===== src/rtl/gcd_lcm_coproc_pkg.sv =====
// Shared definitions for the GCD/LCM coprocessor: register map, bit positions
// and controller states.
package gcd_lcm_pkg;

    localparam logic [31:0] OFF_OPA      = 32'd0;
    localparam logic [31:0] OFF_OPB      = 32'd4;
    localparam logic [31:0] OFF_CTRL     = 32'd8;
    localparam logic [31:0] OFF_STATUS   = 32'd12;
    localparam logic [31:0] OFF_RESULT   = 32'd16;
    localparam logic [31:0] WINDOW_BYTES = 32'd20;

    localparam int CTRL_START  = 0;
    localparam int CTRL_MODE   = 1;
    localparam int ST_BUSY     = 0;
    localparam int ST_DONE     = 1;
    localparam int ST_ZERO_ERR = 2;
    localparam int ST_OVF      = 3;

    typedef enum logic [2:0] {
        IDLE  = 3'd0,
        GCD   = 3'd1,
        CHECK = 3'd2,
        DIV   = 3'd3,
        MUL   = 3'd4,
        DONE  = 3'd5
    } state_e;

    typedef enum logic {
        MODE_GCD = 1'b0,
        MODE_LCM = 1'b1
    } mode_e;

endpackage


===== src/rtl/gcd_lcm_coproc_if.sv =====
// Core data-memory store/load bus as seen by the coprocessor, plus its status
// strobes.
interface gcd_lcm_coproc_if #(
    parameter int WIDTH = 32
);
    logic             MemWrite;
    logic [31:0]      DataAdr;
    logic [WIDTH-1:0] WriteData;
    logic [WIDTH-1:0] rd_data;
    logic             sel;
    logic             busy;
    logic             done;

    modport master (
        output MemWrite, DataAdr, WriteData,
        input  rd_data, sel, busy, done
    );

    modport slave (
        input  MemWrite, DataAdr, WriteData,
        output rd_data, sel, busy, done
    );
endinterface


===== src/rtl/gcd_lcm_coproc_seq_divider.sv =====
// Restoring unsigned divider. The start edge already performs the first
// quotient bit, so valid rises in the WIDTH-th cycle after start.
module seq_divider #(
    parameter int WIDTH = 32
) (
    input  logic             clk,
    input  logic             reset,
    input  logic             start,
    input  logic [WIDTH-1:0] dividend,
    input  logic [WIDTH-1:0] divisor,
    output logic [WIDTH-1:0] quotient,
    output logic             valid
);
    localparam int CW = $clog2(WIDTH + 1);

    logic [WIDTH-1:0] quo_q, quo_d, rem_q, rem_d;
    logic [CW-1:0]    cnt_q, cnt_d;
    logic             valid_q, valid_d;
    logic [WIDTH-1:0] src_quo_s, src_rem_s, new_rem_s;
    logic [WIDTH:0]   shifted_s;
    logic             ge_s;

    // One restoring step on either the freshly loaded operands or the running state.
    always_comb begin
        src_quo_s = start ? dividend : quo_q;
        src_rem_s = start ? {WIDTH{1'b0}} : rem_q;
        shifted_s = {src_rem_s, src_quo_s[WIDTH-1]};
        ge_s      = (shifted_s >= {1'b0, divisor});
        new_rem_s = ge_s ? (shifted_s[WIDTH-1:0] - divisor) : shifted_s[WIDTH-1:0];

        quo_d   = quo_q;
        rem_d   = rem_q;
        cnt_d   = cnt_q;
        valid_d = valid_q;
        if (start) begin
            quo_d   = {src_quo_s[WIDTH-2:0], ge_s};
            rem_d   = new_rem_s;
            cnt_d   = CW'(WIDTH - 1);
            valid_d = (WIDTH == 1);
        end else if (cnt_q != {CW{1'b0}}) begin
            quo_d   = {src_quo_s[WIDTH-2:0], ge_s};
            rem_d   = new_rem_s;
            cnt_d   = cnt_q - CW'(1);
            valid_d = (cnt_q == CW'(1));
        end else begin
            valid_d = valid_q;
        end
    end

    // Divider state register.
    always_ff @(posedge clk) begin
        if (reset) begin
            quo_q   <= {WIDTH{1'b0}};
            rem_q   <= {WIDTH{1'b0}};
            cnt_q   <= {CW{1'b0}};
            valid_q <= 1'b0;
        end else begin
            quo_q   <= quo_d;
            rem_q   <= rem_d;
            cnt_q   <= cnt_d;
            valid_q <= valid_d;
        end
    end

    assign quotient = quo_q;
    assign valid    = valid_q;
endmodule


===== src/rtl/gcd_lcm_coproc.sv =====
// Memory-mapped GCD/LCM coprocessor: subtractive Euclid for the GCD, then
// LCM = (OPA / g) * OPB via the sequential divider and one wide multiply.
module gcd_lcm_coproc
    import gcd_lcm_pkg::*;
#(
    parameter int          WIDTH     = 32,
    parameter logic [31:0] BASE_ADDR = 32'h0000_0060
) (
    input  logic            clk,
    input  logic            reset,
    gcd_lcm_coproc_if.slave bus
);
    localparam logic [WIDTH-1:0] ZERO_W = {WIDTH{1'b0}};

    state_e           state_q, state_d;
    mode_e            mode_q, mode_d;
    logic [WIDTH-1:0] opa_q, opa_d, opb_q, opb_d, a_q, a_d, b_q, b_d;
    logic [WIDTH-1:0] g_q, g_d, result_q, result_d;
    logic             busy_q, busy_d, done_q, done_d, zero_err_q, zero_err_d, ovf_q, ovf_d;

    logic [31:0]        off_s;
    logic               in_win_s, reg_wr_s, start_s, div_start_s, div_valid_s;
    logic [WIDTH-1:0]   div_quo_s, rd_s;
    logic [2*WIDTH-1:0] prod_s;

    assign off_s    = bus.DataAdr - BASE_ADDR;
    assign in_win_s = (bus.DataAdr >= BASE_ADDR) && (off_s < WINDOW_BYTES);
    assign reg_wr_s = bus.MemWrite && in_win_s && !busy_q;
    assign start_s  = reg_wr_s && (off_s == OFF_CTRL) && bus.WriteData[CTRL_START];
    assign prod_s   = {ZERO_W, div_quo_s} * {ZERO_W, opb_q};

    // Operands are only writable while idle, so opa_q/opb_q double as the latched copies.
    seq_divider #(.WIDTH(WIDTH)) u_div (
        .clk      (clk),
        .reset    (reset),
        .start    (div_start_s),
        .dividend (opa_q),
        .divisor  (g_q),
        .quotient (div_quo_s),
        .valid    (div_valid_s)
    );

    // Register writes and controller next-state.
    always_comb begin
        state_d = state_q;   mode_d = mode_q;     opa_d = opa_q;   opb_d = opb_q;
        a_d = a_q;           b_d = b_q;           g_d = g_q;       result_d = result_q;
        busy_d = busy_q;     done_d = done_q;     zero_err_d = zero_err_q;
        ovf_d = ovf_q;       div_start_s = 1'b0;

        if (reg_wr_s && (off_s == OFF_OPA)) begin
            opa_d = bus.WriteData;
        end else if (reg_wr_s && (off_s == OFF_OPB)) begin
            opb_d = bus.WriteData;
        end else begin
            opa_d = opa_q;
        end

        case (state_q)
            IDLE: begin
                if (start_s) begin
                    mode_d     = mode_e'(bus.WriteData[CTRL_MODE]);
                    a_d        = opa_q;
                    b_d        = opb_q;
                    done_d     = 1'b0;
                    zero_err_d = 1'b0;
                    ovf_d      = 1'b0;
                    busy_d     = 1'b1;
                    state_d    = GCD;
                end else begin
                    state_d = IDLE;
                end
            end
            GCD: begin
                if ((a_q == ZERO_W) || (b_q == ZERO_W)) begin
                    g_d     = a_q | b_q;
                    state_d = CHECK;
                end else if (a_q == b_q) begin
                    g_d     = a_q;
                    state_d = CHECK;
                end else if (a_q > b_q) begin
                    a_d = a_q - b_q;
                end else begin
                    b_d = b_q - a_q;
                end
            end
            CHECK: begin
                if ((opa_q == ZERO_W) && (opb_q == ZERO_W)) begin
                    zero_err_d = 1'b1;
                    result_d   = ZERO_W;
                    state_d    = DONE;
                end else if (mode_q == MODE_GCD) begin
                    result_d = g_q;
                    state_d  = DONE;
                end else if ((opa_q == ZERO_W) || (opb_q == ZERO_W)) begin
                    result_d = ZERO_W;
                    state_d  = DONE;
                end else begin
                    div_start_s = 1'b1;
                    state_d     = DIV;
                end
            end
            DIV: begin
                if (div_valid_s) begin
                    state_d = MUL;
                end else begin
                    state_d = DIV;
                end
            end
            MUL: begin
                result_d = prod_s[WIDTH-1:0];
                ovf_d    = |prod_s[2*WIDTH-1:WIDTH];
                state_d  = DONE;
            end
            DONE: begin
                busy_d  = 1'b0;
                done_d  = 1'b1;
                state_d = IDLE;
            end
            default: state_d = IDLE;
        endcase
    end

    // Read mux; unaligned offsets inside the window read zero.
    always_comb begin
        rd_s = ZERO_W;
        if (in_win_s) begin
            case (off_s)
                OFF_OPA:    rd_s = opa_q;
                OFF_OPB:    rd_s = opb_q;
                OFF_CTRL:   rd_s[CTRL_MODE] = mode_q;
                OFF_STATUS: begin
                    rd_s[ST_BUSY]     = busy_q;
                    rd_s[ST_DONE]     = done_q;
                    rd_s[ST_ZERO_ERR] = zero_err_q;
                    rd_s[ST_OVF]      = ovf_q;
                end
                OFF_RESULT: rd_s = result_q;
                default:    rd_s = ZERO_W;
            endcase
        end else begin
            rd_s = ZERO_W;
        end
    end

    // Controller and register-file state.
    always_ff @(posedge clk) begin
        if (reset) begin
            state_q <= IDLE;       mode_q <= MODE_GCD;    opa_q <= ZERO_W;    opb_q <= ZERO_W;
            a_q <= ZERO_W;         b_q <= ZERO_W;         g_q <= ZERO_W;      result_q <= ZERO_W;
            busy_q <= 1'b0;        done_q <= 1'b0;        zero_err_q <= 1'b0; ovf_q <= 1'b0;
        end else begin
            state_q <= state_d;    mode_q <= mode_d;      opa_q <= opa_d;     opb_q <= opb_d;
            a_q <= a_d;            b_q <= b_d;            g_q <= g_d;         result_q <= result_d;
            busy_q <= busy_d;      done_q <= done_d;      zero_err_q <= zero_err_d; ovf_q <= ovf_d;
        end
    end

    assign bus.rd_data = rd_s;
    assign bus.sel     = in_win_s;
    assign bus.busy    = busy_q;
    assign bus.done    = done_q;
endmodule


===== src/flat_wrapper.sv =====
// flat-port wrapper written by rule: the top's interface ports become plain ports
module gcd_lcm_coproc_flat import gcd_lcm_pkg::*;
#(
    parameter int          WIDTH     = 32,
    parameter logic [31:0] BASE_ADDR = 32'h0000_0060
)
  (clk, reset, bus_MemWrite, bus_DataAdr, bus_WriteData, bus_rd_data, bus_sel, bus_busy, bus_done);
  gcd_lcm_coproc_if #(.WIDTH(WIDTH)) bus_i ();
  input  logic clk;
  input  logic reset;
  input wire logic [$bits(bus_i.MemWrite)-1:0] bus_MemWrite;
  input wire logic [$bits(bus_i.DataAdr)-1:0] bus_DataAdr;
  input wire logic [$bits(bus_i.WriteData)-1:0] bus_WriteData;
  output wire logic [$bits(bus_i.rd_data)-1:0] bus_rd_data;
  output wire logic [$bits(bus_i.sel)-1:0] bus_sel;
  output wire logic [$bits(bus_i.busy)-1:0] bus_busy;
  output wire logic [$bits(bus_i.done)-1:0] bus_done;
  assign bus_i.MemWrite = bus_MemWrite;
  assign bus_i.DataAdr = bus_DataAdr;
  assign bus_i.WriteData = bus_WriteData;
  assign bus_rd_data = bus_i.rd_data;
  assign bus_sel = bus_i.sel;
  assign bus_busy = bus_i.busy;
  assign bus_done = bus_i.done;
  gcd_lcm_coproc #(.WIDTH(WIDTH), .BASE_ADDR(BASE_ADDR)) u_core (.clk(clk), .reset(reset), .bus(bus_i));
endmodule

===== config.mk =====
export PLATFORM = sky130hd
export DESIGN_NAME = gcd_lcm_coproc_flat
export DESIGN_NICKNAME = d
export VERILOG_FILES = /design/src/rtl/gcd_lcm_coproc_pkg.sv /design/src/rtl/gcd_lcm_coproc_if.sv /design/src/rtl/gcd_lcm_coproc_seq_divider.sv /design/src/rtl/gcd_lcm_coproc.sv /design/src/flat_wrapper.sv
export SDC_FILE = /design/constraint.sdc
export NUM_CORES = 2
export LEC_CHECK = 0
export ABC_AREA = 1
export ABC_CLOCK_PERIOD_IN_PS = 18700
export BUFFER_PORTS_ARGS = -buffer_cell sky130_fd_sc_hd__buf_4
export CORE_ASPECT_RATIO = 1.2
export CORE_MARGIN = 2
export CORE_UTILIZATION = 45
export CTS_CLUSTER_SIZE = 24
export DETAILED_ROUTE_END_ITERATION = 16
export PLACE_DENSITY = 0.57
export SYNTH_ARGS = -nofsm -noshare
export SYNTH_HDL_FRONTEND = slang
export SYNTH_SLANG_ARGS = --single-unit

===== constraint.sdc =====
create_clock -name clk -period 18.7 [get_ports clk]
set_clock_uncertainty 0.2 [all_clocks]
set_input_delay 3.74 -clock clk [delete_from_list [all_inputs] [get_ports clk]]
set_output_delay 3.74 -clock clk [all_outputs]
set_load 0.05 [all_outputs]

**After elaboration in Yosys (flattened, before gate mapping)**

Cells that the tools add are included.

- Input port bits: 67
- Latch bits: 0
- Bits in read-only memories: 0
- RAM bits: 0
- Memories kept: 0
- Output and inout port bits: 35
- Flip-flop bits (word level): 271
- Logic and storage cells: 133

- Multipliers: 1
- Div/mod/pow operators: 0
- Mux-type cells: 49
- Bitwise operators: 2
- Equal/unequal tests: 19
- Reduce and logical (&&, ||, !) cells: 36
- Shift-type cells: 0
- Order comparisons: 4
- Add/sub/neg operators: 5

Operators with widths:

| cell | number |
|---|---|
| $mux 32 | 21 |
| $pmux 32 s2 | 3 |
| $logic_not 32->1 | 5 |
| $sub 32x32->32 | 3 |
| $pmux 28 s3 | 1 |
| $eq 32x4->1 const B | 2 |
| $mul 32x32->64 | 1 |
| $ge 33x32->1 | 1 |
| $eq 32x3->1 const B | 1 |
| $eq 32x32->1 | 1 |
| $eq 32x5->1 const B | 1 |
| $ge 32x7->1 const B | 1 |
| $gt 32x32->1 | 1 |
| $lt 32x5->1 const B | 1 |
| $or 32x32->32 | 1 |
| $reduce_or 32->1 | 1 |
| $sub 32x7->32 const B | 1 |
| $mux 3 | 6 |
| $pmux 3 s5 | 1 |
| $reduce_bool 2->1 | 7 |
| $reduce_and 2->1 | 6 |
| $mux 5 | 2 |
| $reduce_and 5->1 | 2 |
| $logic_and 1x1->1 | 8 |
| 21 further kinds | 38 |

**Depth between registers and ports, before layout**

- Depth after elaboration: 11
- Mapped depth: 39

**By module**

A second synthesis with hierarchy kept.

- Cells, all modules: 8257
- Area total of the unflattened synthesis: 56518.0 µm²

Modules (own cells, without submodules):

| module | area an instance (µm²) | seq. area each (µm²) | instances | cells an instance |
|---|---|---|---|---|
| gcd_lcm_coproc | 50447.1 | 4003.8 | 1 | 7207 |
| seq_divider | 6070.8 | 1421.4 | 1 | 1050 |

**Least setup slack after synthesis**

No wires, ideal clock.

- Kind: input-to-output
- Start point: input port bus_DataAdr[5]
- End point: output port bus_rd_data[0]
- Slack: 8290 ps
- Data arrival time: 6470 ps
- Stages: 15
- Cell sequence: ha_1 -> inv_1 -> nand2_2 -> nor2_4 -> nand2_1 -> nor2_1 -> nor2_1 -> nor2_1 -> nand3_1 -> nor2_2 -> and2_2 -> nand3_2 -> buf_2 -> buf_2 -> o21ai_0

- Cells in the longest elaborated chain, start to end: 4
- Elaborated cells between the ends (all ways): 10

Ends and longest elaborated chain:

| item | RTL line | source |
|---|---|---|
| start: declaration | flat_wrapper.sv:12 | `input wire logic [$bits(bus_i.DataAdr)-1:0] bus_DataAdr;` |
| $sub 32x7->32 | gcd_lcm_coproc.sv:26 | `assign off_s = bus.DataAdr - BASE_ADDR;` |
| $lt 32x5->1 (tied with other cells) | gcd_lcm_coproc.sv:27 | `assign in_win_s = (bus.DataAdr >= BASE_ADDR) && (off_s < WINDOW_BYTES);` |
| $logic_and 1x1->1 or $pmux 1 s4 (tied branches) | gcd_lcm_coproc.sv:27, gcd_lcm_coproc.sv:127 |  |
| $mux 32 * | gcd_lcm_coproc.sv:126 | `if (in_win_s) begin` |
| end: declaration | flat_wrapper.sv:14 | `output wire logic [$bits(bus_i.rd_data)-1:0] bus_rd_data;` |

Every way passes the cells marked *; elsewhere a longest branch is shown, timed or not.

**Worst setup path in the final report**

Same ends and word-level chain as after synthesis.

==> results.json <==
{
  "status": "completed",
  "die_area_sq_um": 126000,
  "setup_violations": 0,
  "critical_path.endpoint_type": "output pin",
  "cp_num_buf_inv": 3,
  "synth_top_cell_by_area": "fa_1",
  "synth_area_leaders": "fa_1 33%, inv_1 14%, nand2_1 13%, dfxtp_1 9.8%, ha_1 8.9%",
  "via_count": 50100,
  "fillCellCount": 12800,
  "initial_core_util_pct": 45.4,
  "multiInputGateArea_sq_um": 40800,
  "hold_path_startpoint": "u_core.u_div.quotient[25]",
  "arrival_ns": 7.92,
  "synth.top_cells.by_count": "1999 x inv_1, 1988 x nand2_1, 899 x fa_1",
  "post_cts_buffers": 0,
  "whs_ns": 0.270,
  "grt_start_max_net_pins": 79,
  "layout.area.seq_sq_um": 5430,
  "synth_top_family_by_area": "adder cells",
  "worst-endpoint-required_ns": 14.76,
  "yosys.cell_types.count": 52,
  "r2r_setup_slack_ns": 9.80,
  "synth_mux_area_share_pct": 0.0181,
  "gp_congestion": 1.02,
  "ioPinCount": 102,
  "slew_violations": 0,
  "grt_first_pass_wirelength_microns": 329000,
  "cts.sinks": 271,
  "viasPerCell": 5.31,
  "synth_edf_count": 0,
  "finalHoldViolCount": 0,
  "synth_compound_area_share_pct": 9.69,
  "min_path_cells": 2,
  "final_layout_size_suffix_gt1_share_pct": 3.97,
  "wirelength_microns": 221000,
  "relSlewSlack_pct": 3.34,
  "r2r_start": "u_core.u_div.quotient[5]",
  "rsz0062_at_grt": "no",
  "period_needed_ns": 11.86,
  "syn_avg_cell_area_sq_um": 6.97,
  "worst_slack_ns": 6.84,
  "area_delta_synth_final_pct": 5.35,
  "cp_slowest_cell": "nand3_2",
  "drt-initial-drc-count": 3821,
  "cp_top_family": "simple AND/OR/NAND/NOR gates",
  "final.period_utilization_pct": 63.4,
  "synth-seq-cells": 271,
  "reg2regPathDepth": 30,
  "nets": 9133,
  "pre_cts_slack_ns": 6.92,
  "synth_area_sq_um": 55300,
  "power_density_nw_per_um2": 36.6,
  "dp_hpwl_microns": 176000,
  "r2r_end": "u_core.ovf_q",
  "slowest_delay_ns": 0.96,
  "die_x_microns": 324,
  "track_usage_pct": 35.6,
  "path_clk_slew_ns": 0.06,
  "synth_fp_nets": 9296,
  "tns_ns": 0,
  "max_freq_mhz": 84.3,
  "hp-class": "reg2reg",
  "tritoncts": "built",
  "p_leak_nw": 31.2,
  "wire_per_inst_microns": 23.5,
  "synth_top_area_share_pct": 32.5,
  "synth_flop_cell": "dfxtp_1",
  "startpoint_type": "input port",
  "synthCells": 7936,
  "grt_remaining_overflow": 0,
  "synthMostInstantiatedCell": "inv_1",
  "grt_pass1_vias": 51900,
  "maxCapViolCount": 0,
  "yosysSeqAreaShare_pct": 9.81,
  "port_buffers": 101,
  "cts-resized-gates": 0,
  "vdd.ir_drop.worst_mv": 0.109,
  "path_max_fanout": 30,
  "htreeDepth": 1,
  "cts-buffers-inserted": 28,
  "synthAdderAreaFrac_pct": 41.4,
  "clock_path_buffers": 3,
  "antenna_found_initial": 6,
  "cts-root-buf": "clkbuf_16",
  "holdPathEnd": "u_core.u_div.quotient[25]",
  "cts-hold-fix-buffers": 0,
  "synthSimpleGateAreaFrac_pct": 21.4,
  "crit_chain": "buf_4 -> ha_1 -> inv_1 -> nand2_2 -> nor2_4 -> nand3_1 -> xor2_1 -> nand3_1 -> nor2_2 -> and2_2 -> nand3_2 -> o21ai_0 -> buf_4",
  "core_sq_um": 122000,
  "worst-setup-path-type": "in2out",
  "worst_pin_slew_ns": 1.45,
  "async_flop_share_pct": 0,
  "clk_latency_ns": 0.63,
  "drt-pass1-iter-count": 5,
  "die_height_microns": 388,
  "yosys_warnings": 0,
  "drtAntennaViolNets": 0,
  "drc_errors": 0,
  "synth-xor-area-share_pct": 1.09,
  "row_count": 140
}
[per-layer routing]
metal	part of all wire, %	track usage [%]	routed length, microns	vias up
met2	49	61.8	109000	1765
met1	37	40.6	82100	24600
li1	-	-	-	23100
met4	8.4	24.5	18600	2
met5	0.0032	0	7	-
met3	5.2	4.13	11600	546
[logic make-up (layout without fill, tap and decap cells)]
| group | Yosys count | count (layout) |
|---|---|---|
| AOI/OAI and AO/OA | 956 | 956 |
| and+or+nand+nor | 2937 | 2937 |
| muxes | 1 | 1 |
| other | 0 | 7 |
| xor gates and xnor gates | 69 | 69 |
| adders and majority gates | 1293 | 1293 |
| DFF | 271 | 271 |
| buffers and inverters | 2409 | 2263 |
[per-stage QoR]
| stage | cells | power, W | util (%) | instance area (sq um) |
|---|---|---|---|---|
| floorplan | 7936 | 0.00130 | - | 55300 |
| global placement | 9375 | 0.00154 | 47.1 | 57300 |
| detailed placement | 9375 | 0.00154 | 47.1 | 57300 |
| CTS | 9422 | 0.00213 | 47.8 | 58200 |
| global route | 9425 | 0.00228 | 47.9 | 58300 |
| finish | 9430 | 0.00213 | 47.9 | 58300 |
[flip-flops by register name, summed over array words and instances (netlist names), 3 cells and up]
register,count
u_core.b_q,32
u_core.result_q,32
u_core.opa_q,32
u_core.opb_q,32
u_core.u_div.cnt_q,6
u_core.a_q,32
u_core.state_q,3
u_core.u_div.rem_q,32
u_core.g_q,32
u_core.u_div.quotient,32
[tightest hold or removal path, cell delays in order, from the launching register on]
cell and delay, ns:
dfxtp_1 0.31, nand2_1 0.06, a21oi_1 0.06
[area by class of cell]
| cell class | instances | share of cell area [%] |
|---|---|---|
| multi-input combinational | 5256 | 70.0 |
| clock buffer | 36 | 1.36 |
| tap | 1633 | 3.51 |
| antenna | 7 | 0.0301 |
| timing repair buffer | 202 | 2.61 |
| inverter | 2014 | 13.0 |
| clock inverter | 11 | 0.223 |
| sequential | 271 | 9.32 |
[placed cells by master, fill, tap and decap left out, types with 41 or more instances in the layout]
| master | instances |
|---|---|
| nand3_1 | 230 |
| a21oi_1 | 359 |
| ha_1 | 394 |
| o21ai_1 | 51 |
| nand2_1 | 1988 |
| o21ai_0 | 323 |
| a211oi_1 | 74 |
| o21bai_1 | 41 |
| fa_1 | 899 |
| inv_1 | 1999 |
| buf_4 | 201 |
| nand4_1 | 56 |
| dfxtp_1 | 266 |
| xor2_1 | 53 |
| nor2_1 | 530 |
[how the worst max path moves through the flow]
stage               startpoint        endpoint  slack (ns)  cells after the start
6_report        bus_DataAdr[5]  bus_rd_data[0]        6.84                     13
5_1_grt        bus_DataAdr[12]  bus_rd_data[0]        6.63                     12
4_1_cts         bus_DataAdr[5]  bus_rd_data[0]        6.91                     13
3_5_place_dp    bus_DataAdr[5]  bus_rd_data[0]        6.92                     13
3_3_place_gp    bus_DataAdr[5]  bus_rd_data[0]        6.87                     13
2_1_floorplan   bus_DataAdr[5]  bus_rd_data[0]        8.29                     15
[power by group]
group / internal (W) / total [W] / switching [W]
Sequential: 0.000616 / 0.000639 / 0.0000232
Combinational: 0.000296 / 0.000901 / 0.000605
Clock: 0.000314 / 0.000592 / 0.000278
(Power assumes the default switching activity.)
